--- src/rtl/riscv_pkg.sv ---
// Shared RISC-V front-end definitions: word widths, base opcodes, instruction
// field positions and the fetch packet carried from fetch into decode.
package riscv_pkg;

    localparam int XLEN    = 32;
    localparam int INSTR_W = 32;

    localparam logic [6:0] OP_LUI    = 7'b0110111;
    localparam logic [6:0] OP_AUIPC  = 7'b0010111;
    localparam logic [6:0] OP_JAL    = 7'b1101111;
    localparam logic [6:0] OP_JALR   = 7'b1100111;
    localparam logic [6:0] OP_BRANCH = 7'b1100011;
    localparam logic [6:0] OP_LOAD   = 7'b0000011;
    localparam logic [6:0] OP_STORE  = 7'b0100011;
    localparam logic [6:0] OP_IMM    = 7'b0010011;
    localparam logic [6:0] OP_REG    = 7'b0110011;
    localparam logic [6:0] OP_SYSTEM = 7'b1110011;

    localparam int OPCODE_LSB = 0;
    localparam int OPCODE_W   = 7;
    localparam int RD_LSB     = 7;
    localparam int F3_LSB     = 12;
    localparam int F3_W       = 3;
    localparam int RS1_LSB    = 15;
    localparam int RS2_LSB    = 20;
    localparam int REG_W      = 5;
    localparam int F7_LSB     = 25;
    localparam int F7_W       = 7;

    typedef struct packed {
        logic [XLEN-1:0]    pc;
        logic [INSTR_W-1:0] instr;
    } fetch_pkt_t;

    // Compressed encodings have something other than 2'b11 in the low bits.
    function automatic logic is_rv32(input logic [INSTR_W-1:0] instr);
        return instr[1:0] == 2'b11;
    endfunction

endpackage

--- src/rtl/rv_predecode.sv ---
// Combinational field extraction for a 32-bit RISC-V instruction word;
// shared between the IF/ID buffer and the decode stage.
module rv_predecode
    import riscv_pkg::*;
(
    input  logic [INSTR_W-1:0]  instr,
    output logic [OPCODE_W-1:0] opcode,
    output logic [REG_W-1:0]    rd,
    output logic [F3_W-1:0]     funct3,
    output logic [REG_W-1:0]    rs1,
    output logic [REG_W-1:0]    rs2,
    output logic [F7_W-1:0]     funct7,
    output logic                illegal
);

    assign opcode  = instr[OPCODE_LSB +: OPCODE_W];
    assign rd      = instr[RD_LSB     +: REG_W];
    assign funct3  = instr[F3_LSB     +: F3_W];
    assign rs1     = instr[RS1_LSB    +: REG_W];
    assign rs2     = instr[RS2_LSB    +: REG_W];
    assign funct7  = instr[F7_LSB     +: F7_W];
    assign illegal = !is_rv32(instr);

endmodule

--- src/rtl/if_id_buffer.sv ---
// In-order ring buffer between fetch and decode, presenting the oldest entry
// with pre-extracted fields, PC+4 and a back-pressure cycle counter.
module if_id_buffer
    import riscv_pkg::*;
#(
    parameter int XLEN        = 32,
    parameter int DEPTH       = 2,
    parameter int STALL_CNT_W = 16
) (
    input  logic                   clock,
    input  logic                   reset,
    input  logic                   in_valid,
    input  logic [XLEN-1:0]        in_pc,
    input  logic [XLEN-1:0]        in_instr,
    output logic                   in_ready,
    input  logic                   flush,
    output logic                   out_valid,
    input  logic                   out_ready,
    output logic [XLEN-1:0]        out_pc,
    output logic [XLEN-1:0]        out_pc_plus4,
    output logic [XLEN-1:0]        out_instr,
    output logic [6:0]             out_opcode,
    output logic [4:0]             out_rd,
    output logic [2:0]             out_funct3,
    output logic [4:0]             out_rs1,
    output logic [4:0]             out_rs2,
    output logic [6:0]             out_funct7,
    output logic                   out_illegal,
    output logic [STALL_CNT_W-1:0] stall_cycles
);

    localparam int PTR_W = $clog2(DEPTH);
    localparam int CNT_W = $clog2(DEPTH + 1);

    logic [PTR_W-1:0] wr_ptr, rd_ptr;
    logic [CNT_W-1:0] count;
    fetch_pkt_t       mem [DEPTH];
    fetch_pkt_t       head;
    fetch_pkt_t       wr_pkt;
    logic             push, pop;

    // Ready/valid depend only on registered state, reset and flush.
    assign in_ready  = !reset && !flush && (count != CNT_W'(DEPTH));
    assign out_valid = !reset && !flush && (count != '0);
    assign push      = in_valid && in_ready;
    assign pop       = out_valid && out_ready;

    always_ff @(posedge clock) begin
        if (reset || flush) begin
            wr_ptr <= '0;
            rd_ptr <= '0;
            count  <= '0;
        end else begin
            if (push) wr_ptr <= wr_ptr + PTR_W'(1);
            if (pop)  rd_ptr <= rd_ptr + PTR_W'(1);
            case ({push, pop})
                2'b10:   count <= count + CNT_W'(1);
                2'b01:   count <= count - CNT_W'(1);
                default: count <= count;
            endcase
        end
    end

    assign wr_pkt.pc    = in_pc;
    assign wr_pkt.instr = in_instr;

    // Payload storage carries no reset; validity lives in count alone.
    always_ff @(posedge clock) begin
        if (push) mem[wr_ptr] <= wr_pkt;
    end

    always_ff @(posedge clock) begin
        if (reset)
            stall_cycles <= '0;
        else if (out_valid && !out_ready && !(&stall_cycles))
            stall_cycles <= stall_cycles + STALL_CNT_W'(1);
    end

    assign head         = mem[rd_ptr];
    assign out_pc       = head.pc;
    assign out_instr    = head.instr;
    assign out_pc_plus4 = head.pc + XLEN'(4);

    rv_predecode u_predecode (
        .instr   (head.instr),
        .opcode  (out_opcode),
        .rd      (out_rd),
        .funct3  (out_funct3),
        .rs1     (out_rs1),
        .rs2     (out_rs2),
        .funct7  (out_funct7),
        .illegal (out_illegal)
    );

endmodule

--- config.mk ---
export PLATFORM = sky130hd
export DESIGN_NAME = if_id_buffer
export DESIGN_NICKNAME = d
export VERILOG_FILES = /design/src/rtl/riscv_pkg.sv /design/src/rtl/rv_predecode.sv /design/src/rtl/if_id_buffer.sv
export SDC_FILE = /design/constraint.sdc
export NUM_CORES = 1
export LEC_CHECK = 0
export CORE_UTILIZATION = 50
export CTS_CLUSTER_DIAMETER = 100
export CTS_CLUSTER_SIZE = 8
export DETAILED_ROUTE_END_ITERATION = 16
export PLACE_DENSITY = 0.91
export SYNTH_ARGS = -nofsm -noshare
export SYNTH_HDL_FRONTEND = slang
export SYNTH_SLANG_ARGS = --single-unit
--- constraint.sdc ---
create_clock -name clock -period 8.7 [get_ports clock]
set_clock_uncertainty 0.05 [all_clocks]
set_input_delay 2.175 -clock clock [delete_from_list [all_inputs] [get_ports clock]]
set_output_delay 2.175 -clock clock [all_outputs]
set_load 0.01 [all_outputs]
==> results of run 1 <==
[flip-flops by register name (all words and copies together), names as in the netlist, named ones only]
signal        flops
count             2
mem             128
rd_ptr            1
stall_cycles     16
wr_ptr            1
[worst paths after layout]
| check | from | to | slack [ns] |
|---|---|---|---|
| setup / recovery | reset | out_valid | 2.21 |
| hold / removal | count[1] | count[1] | 0.47 |
| setup reg to reg | stall_cycles[8] | stall_cycles[0] | 6.50 |
| hold reg to reg | count[1] | count[1] | 0.47 |
[final cells by class]
cell class,count,area [um^2],area share
clock inverters,13,158,0.0168
clock buffers,19,433,0.0461
inverters,9,33.8,0.00359
well taps,176,220,0.0234
multi-input cells,276,2110,0.225
repair buffers,218,2170,0.231
flip-flops and latches,149,4270,0.454
[worst max-delay path, stage by stage]
cell                              delay, ns
sky130_fd_sc_hd__clkdlybuf4s50_1       0.75
sky130_fd_sc_hd__or2_1                 0.50
sky130_fd_sc_hd__nor2_1                0.25
sky130_fd_sc_hd__clkdlybuf4s50_1       0.59
[cells by family after synthesis]
kind of cell,count (synthesis)
DFF,149
and+or+nand+nor,139
buffers and inverters,59
muxes,59
xor gates and xnor gates,44
AOI/OAI and AO/OA,31
adders and majority gates,3
[per-layer routing]
metal	vias to the layer above	part of all wire
met4	0	0.020
met2	283	0.52
met3	36	0.073
met1	2260	0.38
met5	-	0
li1	2158	-
[stage by stage]
step | std cells | worst slack (ns) | total power, mW | util
final | 860 | 2.21 | 1.63 | 0.712
after global routing | 860 | 2.08 | 1.68 | 0.712
after floorplan | 484 | 2.42 | 0.848 | -
after detailed placement | 828 | 2.25 | 0.919 | 0.668
after CTS | 860 | 2.23 | 1.64 | 0.712
after global placement | 828 | 2.35 | 0.914 | 0.668
[cells in the final DEF, fill, tap and decap left out, drive strengths merged, types with 2 or more instances in the layout]
master	n
clkdlybuf4s50	215
edfxtp	128
mux2	54
nor2	29
nand3	25
xnor2	25
nand2	21
dfxtp	21
xor2	19
clkbuf	19
nand4	15
nand3b	12
inv	10
clkinv	8
nor3	7
nand4b	6
nor2b	5
a21o	5
mux2i	5
a21oi	5
and2	4
a32o	4
a22oi	4
nor4	4
a32oi	3
ha	3
bufinv	3
buf	3
a222oi	2
and3	2
and4	2
o21ai	2
a31oi	2
a211oi	2
or4	2
[report_power, final]
group | switching, mW | internal, mW
Combinational | 0.0456 | 0.0673
Clock | 0.277 | 0.450
Sequential | 0.00443 | 0.787
Total | 0.327 | 1.30
==> impl_results.html, run 1 <==
<table>
<tr><th>Metric</th><th>Value</th></tr>
<tr><th colspan="2">Flow run</th></tr>
<tr><td># Max-Cap Violations</td><td>0</td></tr>
<tr><th colspan="2">Logic synthesis</th></tr>
<tr><td>Area share of the largest cell type after synthesis</td><td>0.569</td></tr>
<tr><td>Share of the synthesized area in compound gates (AO/OA/AOI/OAI)</td><td>0.0358</td></tr>
<tr><td>Combined area of all synthesized cells</td><td>a little under 7000 um^2</td></tr>
<tr><td>Most frequent cell after synthesis</td><td>sky130_fd_sc_hd__edfxtp_1</td></tr>
<tr><td>Main synth FF type</td><td>sky130_fd_sc_hd__edfxtp_1</td></tr>
<tr><td>Average cell area after synthesis</td><td>14.0 um^2</td></tr>
<tr><td>Flip-flop and latch count after synthesis</td><td>about 150</td></tr>
<tr><td>Post-Synth Adder-Cell Area</td><td>0.00556</td></tr>
<tr><td>Post-synthesis net count</td><td>556</td></tr>
<tr><td>Fraction of the yosys area taken by sequential cells</td><td>0.631</td></tr>
<tr><td>Top cell types by occurrence after synthesis</td><td>sky130_fd_sc_hd__edfxtp_1 (128), sky130_fd_sc_hd__mux2_2 (54), sky130_fd_sc_hd__buf_4 (35)</td></tr>
<tr><td>Yosys Warn Count</td><td>0</td></tr>
<tr><td>Top post-synthesis cells by area</td><td>sky130_fd_sc_hd__edfxtp_1 (57%), sky130_fd_sc_hd__mux2_2 (9.0%), sky130_fd_sc_hd__dfxtp_1 (6.2%)</td></tr>
<tr><td>Post-synthesis simple-gate area fraction</td><td>0.114</td></tr>
<tr><td>Number of synthesized flops with an enable pin</td><td>approximately 130</td></tr>
<tr><td>Distinct cell type count of the synthesized netlist</td><td>48</td></tr>
<tr><td>Post-synthesis share of cell area spent on xor and xnor gates</td><td>0.0571</td></tr>
<tr><td>Synthesized instance count</td><td>about 480</td></tr>
<tr><td>Area leader, netlist</td><td>sky130_fd_sc_hd__edfxtp_1</td></tr>
<tr><td>Dominant combinational cell family by area after synthesis</td><td>simple AND/OR/NAND/NOR gates</td></tr>
<tr><td>Post-synthesis async set-or-reset flop share</td><td>0</td></tr>
<tr><td>Mux cell area share after synthesis</td><td>0.0974</td></tr>
<tr><th colspan="2">Pwr</th></tr>
<tr><td>Pwr dens</td><td>174 nW/um^2</td></tr>
<tr><td>Maximum resistive drop on vdd</td><td>0.000113 V</td></tr>
<tr><td>Static leakage</td><td>between 3 and 4 nW</td></tr>
<tr><th colspan="2">CTS</th></tr>
<tr><td>Total CTS buffers</td><td>17</td></tr>
<tr><td>Hold Buf Count CTS</td><td>0</td></tr>
<tr><td>Postcts setup bufs</td><td>0</td></tr>
<tr><td>CTS clk-pin slew, worst paths</td><td>around 0.060 ns</td></tr>
<tr><td>Number of levels in the clock H-tree</td><td>4</td></tr>
<tr><td>Clock root buffer master</td><td>sky130_fd_sc_hd__clkbuf_16</td></tr>
<tr><td>TritonCTS clock tree</td><td>built</td></tr>
<tr><td>Number of resized instances in the post-cts repair step</td><td>0</td></tr>
<tr><td>Number of sinks driven by the clock tree</td><td>149</td></tr>
<tr><td>Number of buffers on the longest clock path</td><td>2</td></tr>
<tr><td>Source-to-sink clock delay at the later pin of the worst-skew pair</td><td>0.42 ns</td></tr>
<tr><th colspan="2">Floorplanning</th></tr>
<tr><td>Die X</td><td>about 120 um</td></tr>
<tr><td>Initial cell density of the core</td><td>0.512</td></tr>
<tr><td>Floorplan Core Area</td><td>13,200 um^2</td></tr>
<tr><td>Total die area</td><td>14,000 um^2</td></tr>
<tr><td>I/O pin count</td><td>~220</td></tr>
<tr><td>Std-Cell Rows</td><td>42</td></tr>
<tr><td>Die span in y</td><td>approximately 120 um</td></tr>
<tr><th colspan="2">Drt</th></tr>
<tr><td>Routed vias</td><td>4,737</td></tr>
<tr><td>Detailed-route DRC error count</td><td>0</td></tr>
<tr><td>Residual antenna-violating net count after detailed routing</td><td>0</td></tr>
<tr><td>Vias per inst</td><td>around 5.5</td></tr>
<tr><td>Final Routed Wirelength</td><td>~16 mm</td></tr>
<tr><td>Wire per inst</td><td>around 18 um</td></tr>
<tr><td>Iter 0 DRT Violations</td><td>between 400 and 500</td></tr>
<tr><td>DRT Pass-1 Iters</td><td>6</td></tr>
<tr><th colspan="2">Finish</th></tr>
<tr><td>Post-Layout Inst Area</td><td>roughly 9400 um^2</td></tr>
<tr><td># nets final</td><td>~740</td></tr>
<tr><td>Filler Cells Inserted</td><td>841</td></tr>
<tr><td>Layout-stage area growth over the synthesis result</td><td>39.1%</td></tr>
<tr><td>Share of cells above drive strength 1</td><td>0.140</td></tr>
<tr><td>Number of inserted diodes</td><td>0</td></tr>
<tr><th colspan="2">Critical path</th></tr>
<tr><td>Data arrival time of the critical path</td><td>approximately 4.3 ns</td></tr>
<tr><td>Worst endpoint required time</td><td>6.48 ns</td></tr>
<tr><td>Startpoint Class</td><td>primary input</td></tr>
<tr><td>Type of element capturing the critical path</td><td>output pin</td></tr>
<tr><td>Crit Path Category</td><td>primary input to output pin</td></tr>
<tr><td>Number of cells on the worst reg-to-reg path</td><td>5</td></tr>
<tr><td>Worst-path fanout max</td><td>17</td></tr>
<tr><th colspan="2">Place</th></tr>
<tr><td>DPL Wire Length</td><td>roughly 11 mm</td></tr>
<tr><td>RD Place Congestion</td><td>~0.9</td></tr>
<tr><td>Area after detailed placement</td><td>approximately 8800 um^2</td></tr>
<tr><td># port buffers</td><td>between 200 and 250</td></tr>
<tr><th colspan="2">Hold path</th></tr>
<tr><td>Type of the tightest min-delay check</td><td>register to register</td></tr>
<tr><td>Cells on Worst Hold Path</td><td>2</td></tr>
<tr><th colspan="2">GRT</th></tr>
<tr><td>Met1 Usage GRT</td><td>0.268</td></tr>
<tr><td>Overall routing resource usage</td><td>0.231</td></tr>
<tr><td>Grt total ovfl</td><td>0</td></tr>
<tr><td>Met2 global-route usage</td><td>0.407</td></tr>
<tr><td>Wire length of the first global-routing pass</td><td>between 20 and 25 mm</td></tr>
<tr><td>Met3 Resource Use GR</td><td>0.0589</td></tr>
<tr><td>Most used routing layer in global routing</td><td>met2</td></tr>
<tr><td>Number of global-route vias before repair</td><td>roughly 4,800</td></tr>
<tr><td>Pin count of the biggest net entering global routing</td><td>86</td></tr>
<tr><td>Number of antenna violations at the first check in global routing</td><td>0</td></tr>
<tr><th colspan="2">Timing</th></tr>
<tr><td>Worst-case headroom to the max-slew limit</td><td>0.401</td></tr>
<tr><td>Upper clock frequency limit</td><td>0.154 GHz</td></tr>
<tr><td>RSZ-0062 raised after global routing</td><td>no</td></tr>
<tr><td>Final Slew Violations</td><td>0</td></tr>
<tr><td>Ratio of final minimum period to clock period</td><td>0.746</td></tr>
<tr><td>Fin. Hold Viols</td><td>0</td></tr>
<tr><td>Time the worst path needs with I/O delays and setup</td><td>around 6.5 ns</td></tr>
<tr><td>Worst Tran Pin Value</td><td>0.898 ns</td></tr>
<tr><td>TNS Setup</td><td>0 ns</td></tr>
<tr><td>Finish-stage setup viols</td><td>0</td></tr>
<tr><td>Minimum hold slack</td><td>roughly 0.47 ns</td></tr>
<tr><th colspan="2">Status</th></tr>
<tr><td>Outcome</td><td>finished clean</td></tr>
</table>
(Power assumes the default switching activity.)
==> run 2: changes to the inputs <==
- CORE_UTILIZATION: 50 -> 47
- PLACE_DENSITY: 0.91 -> 0.86
- clock period: 8.7 -> 6.6 ns (I/O delays scaled with it)
==> impl_results.html, run 2 (synthesis gave the netlist of run 1 again) <==
<table>
<tr><th>Metric</th><th>Value</th></tr>
<tr><th colspan="2">Pwr</th></tr>
<tr><td>Part of the total power dissipated in the clock network</td><td>0.433</td></tr>
<tr><td>Static leakage</td><td>between 3 and 4 nW</td></tr>
<tr><td>Switching power share of the total</td><td>0.202</td></tr>
<tr><td>Net switching power</td><td>between 0.4 and 0.5 mW</td></tr>
<tr><td>Post-layout power</td><td>roughly 2.1 mW</td></tr>
<tr><td>Maximum resistive drop on vdd</td><td>between 0.00015 and 0.0002 V</td></tr>
<tr><td>Pwr dens</td><td>224 nW/um^2</td></tr>
<tr><td>Pint</td><td>between 1.5 and 2 mW</td></tr>
<tr><td>Sequential cell fraction of total power</td><td>0.496</td></tr>
<tr><td>Comb power frac</td><td>0.071</td></tr>
<tr><th colspan="2">Critical path</th></tr>
<tr><td>Type of element capturing the critical path</td><td>output pin</td></tr>
<tr><td>Startpoint Class</td><td>register</td></tr>
<tr><td>Crit Path Category</td><td>register to output pin</td></tr>
<tr><td>Reg-to-reg startpoint</td><td>count[0]</td></tr>
<tr><td>Worst-path fanout max</td><td>54</td></tr>
<tr><td>Worst path buffer plus inverter count</td><td>2</td></tr>
<tr><td>Crit path cell chain</td><td>nand2_1 &gt; and2_1 &gt; inv_1 &gt; ha_1 &gt; nand4_1 &gt; a22oi_2 &gt; nand4_1 &gt; nor4_1 &gt; xor2_1 &gt; clkdlybuf4s50_1</td></tr>
<tr><td>Data arrival time of the critical path</td><td>between 3 and 4 ns</td></tr>
<tr><td>Number of cells on the worst reg-to-reg path</td><td>5</td></tr>
<tr><td>Most frequent cell on the critical path</td><td>sky130_fd_sc_hd__nand4_1</td></tr>
<tr><td>Critical path's slowest cell</td><td>sky130_fd_sc_hd__dfxtp_4</td></tr>
<tr><td>Worst reg2reg endpoint</td><td>mem[1][56]</td></tr>
<tr><td>Reg-to-reg slack, setup</td><td>approximately 4.3 ns</td></tr>
<tr><td>Dominant delay contributor by cell family on the critical path</td><td>simple AND/OR/NAND/NOR gates</td></tr>
<tr><td>Worst endpoint required time</td><td>4.90 ns</td></tr>
<tr><td>Slowest stage delay, CP</td><td>0.75 ns</td></tr>
<tr><th colspan="2">Finish</th></tr>
<tr><td># nets final</td><td>745</td></tr>
<tr><td>Top reg by flops</td><td>mem</td></tr>
<tr><td>Layout-stage area growth over the synthesis result</td><td>39.1%</td></tr>
<tr><td>Most frequent cells in the layout</td><td>sky130_fd_sc_hd__clkdlybuf4s50_1 (215), sky130_fd_sc_hd__edfxtp_1 (128), sky130_fd_sc_hd__mux2_2 (54)</td></tr>
<tr><td>Largest registers</td><td>mem x128, stall_cycles x16, count x2</td></tr>
<tr><td>Number of flip-flops in the largest register</td><td>about 130</td></tr>
<tr><td>Share of cells above drive strength 1</td><td>0.141</td></tr>
<tr><td>Leading cell type in the layout, fill and taps excluded</td><td>sky130_fd_sc_hd__clkdlybuf4s50_1</td></tr>
<tr><td>Filler Cells Inserted</td><td>approximately 1,000</td></tr>
<tr><td>Number of standard cells in the final layout excluding fillers</td><td>~870</td></tr>
<tr><th colspan="2">Floorplanning</th></tr>
<tr><td>I/O pin count</td><td>~220</td></tr>
<tr><td>Die X</td><td>around 120 um</td></tr>
<tr><td>Floorplan Core Area</td><td>roughly 14,000 um^2</td></tr>
<tr><td>Std-Cell Rows</td><td>43</td></tr>
<tr><td>Initial cell density of the core</td><td>0.485</td></tr>
<tr><td>Die span in y</td><td>approximately 120 um</td></tr>
<tr><td>Total die area</td><td>roughly 15,000 um^2</td></tr>
<tr><th colspan="2">CTS</th></tr>
<tr><td>Source-to-sink clock delay at the later pin of the worst-skew pair</td><td>just over 0.4 ns</td></tr>
<tr><td>Clock root buffer master</td><td>sky130_fd_sc_hd__clkbuf_16</td></tr>
<tr><td>Number of resized instances in the post-cts repair step</td><td>0</td></tr>
<tr><td>Total CTS buffers</td><td>17</td></tr>
<tr><td>Number of sinks driven by the clock tree</td><td>149</td></tr>
<tr><td>Number of levels in the clock H-tree</td><td>4</td></tr>
<tr><td>CTS clk-pin slew, worst paths</td><td>roughly 0.05 ns</td></tr>
<tr><td>Number of buffers on the longest clock path</td><td>2</td></tr>
<tr><td>Hold Buf Count CTS</td><td>0</td></tr>
<tr><td>Postcts setup bufs</td><td>0</td></tr>
<tr><td>TritonCTS clock tree</td><td>built</td></tr>
<tr><th colspan="2">Drt</th></tr>
<tr><td>Wire per inst</td><td>~18 um</td></tr>
<tr><td>Iter 0 DRT Violations</td><td>around 380</td></tr>
<tr><td>Detailed-route DRC error count</td><td>0</td></tr>
<tr><td>Final Routed Wirelength</td><td>15.5 mm</td></tr>
<tr><td>Residual antenna-violating net count after detailed routing</td><td>0</td></tr>
<tr><td>Vias per inst</td><td>roughly 5.4</td></tr>
<tr><td>DRT Pass-1 Iters</td><td>5</td></tr>
<tr><td>Routed vias</td><td>4,663</td></tr>
<tr><th colspan="2">Status</th></tr>
<tr><td>Outcome</td><td>finished clean</td></tr>
<tr><th colspan="2">Timing</th></tr>
<tr><td>RSZ-0062 raised after global routing</td><td>no</td></tr>
<tr><td>Upper clock frequency limit</td><td>between 0.15 and 0.2 GHz</td></tr>
<tr><td>TNS Setup</td><td>0 ns</td></tr>
<tr><td>Final Slew Violations</td><td>0</td></tr>
<tr><td>Fin. Hold Viols</td><td>0</td></tr>
<tr><td>Worst-case setup margin in the final layout</td><td>1.11 ns</td></tr>
<tr><td>Worst Tran Pin Value</td><td>around 0.75 ns</td></tr>
<tr><td>Worst-case headroom to the max-slew limit</td><td>0.503</td></tr>
<tr><td>Finish-stage setup viols</td><td>0</td></tr>
<tr><td>Ratio of final minimum period to clock period</td><td>0.831</td></tr>
<tr><td>Time the worst path needs with I/O delays and setup</td><td>about 5.5 ns</td></tr>
<tr><th colspan="2">GRT</th></tr>
<tr><td>Overall routing resource usage</td><td>0.215</td></tr>
<tr><td>Number of global-route vias before repair</td><td>about 4,600</td></tr>
<tr><td>Number of antenna violations at the first check in global routing</td><td>0</td></tr>
<tr><td>Pin count of the biggest net entering global routing</td><td>56</td></tr>
<tr><td>Wire length of the first global-routing pass</td><td>about 24 mm</td></tr>
<tr><td>Grt total ovfl</td><td>0</td></tr>
<tr><th colspan="2">Place</th></tr>
<tr><td># port buffers</td><td>between 200 and 250</td></tr>
<tr><td>DPL Wire Length</td><td>roughly 11 mm</td></tr>
<tr><td>Placed cell count</td><td>834</td></tr>
<tr><td>Worst slack, placed</td><td>~1.2 ns</td></tr>
<tr><td>RD Place Congestion</td><td>about 0.9</td></tr>
<tr><th colspan="2">Hold path</th></tr>
<tr><td>Type of the tightest min-delay check</td><td>register to register</td></tr>
<tr><td>Cells on Worst Hold Path</td><td>2</td></tr>
<tr><td>Origin of the worst min-delay path</td><td>rd_ptr</td></tr>
<tr><th colspan="2">Flow run</th></tr>
<tr><td># Max-Cap Violations</td><td>0</td></tr>
</table>
==> run 2: cell types whose count changed in the layout (fill, tap and decap cells not counted) <==
| cell | before | now |
|---|---|---|
| sky130_fd_sc_hd__clkbuf_1 | 2 | 1 |
| sky130_fd_sc_hd__buf_4 | 3 | 5 |
| sky130_fd_sc_hd__bufinv_16 | 3 | 2 |
| sky130_fd_sc_hd__clkinv_1 | 0 | 2 |
| sky130_fd_sc_hd__diode_2 | 0 | 1 |
==> run 2: worst reg2reg max path, cell delays in order (launching register included) <==
cell	delay (ns)
sky130_fd_sc_hd__dfxtp_1	0.40
sky130_fd_sc_hd__inv_1	0.06
sky130_fd_sc_hd__a21oi_1	0.20
sky130_fd_sc_hd__nand2_1	0.23
sky130_fd_sc_hd__nor2_4	0.57
sky130_fd_sc_hd__buf_4	0.46
==> run 2: layout make-up <==
| type | instances | area (um^2) | share of cell area |
|---|---|---|---|
| Sequential cell | 149 | 4270 | 0.454 |
| Clock inverter | 14 | 135 | 0.0144 |
| Multi-Input combinational cell | 276 | 2110 | 0.225 |
| Inverter | 9 | 33.8 | 0.00360 |
| Clock buffer | 18 | 429 | 0.0457 |
| Antenna cell | 1 | 2.50 | 0.000266 |
| Tap cell | 180 | 225 | 0.0240 |
| Timing Repair Buffer | 220 | 2190 | 0.233 |
==> run 2: worst max path at each step <==
| stage | to | cells after the start |
|---|---|---|
| after detailed placement | out_valid | 4 |
| final | out_pc_plus4[26] | 10 |
| after global routing | out_pc_plus4[26] | 10 |
| after CTS | out_pc_plus4[26] | 10 |
| after floorplan | mem[0][0] | 6 |
| after global placement | out_valid | 4 |
==> run 2: metrics by stage <==
stage                util  cell area [um^2]  hold WS (ns)
global placement    0.633              8830         0.434
global route        0.674              9390         0.512
finish              0.674              9390         0.463
floorplan               -              6750         0.419
detailed placement  0.633              8830         0.457
CTS                 0.674              9390         0.471
==> run 2: routing by layer <==
layer / up-vias / GRT usage / share of wire
li1: 2158 / - / -
met1: 2251 / 0.256 / 0.40
met2: 228 / 0.366 / 0.51
met3: 26 / 0.0613 / 0.072
met4: 0 / 0.0826 / 0.018
met5: - / 0 / 0
==> run 2: power groups by stage <==
stage	clock [mW]	combinational [mW]	sequential (mW)
5_1_grt	0.969	0.158	1.04
3_5_place_dp	0	0.149	1.06
6_report	0.911	0.149	1.04
4_1_cts	0.926	0.150	1.04
2_1_floorplan	0	0.0556	1.06
3_3_place_gp	0	0.145	1.06
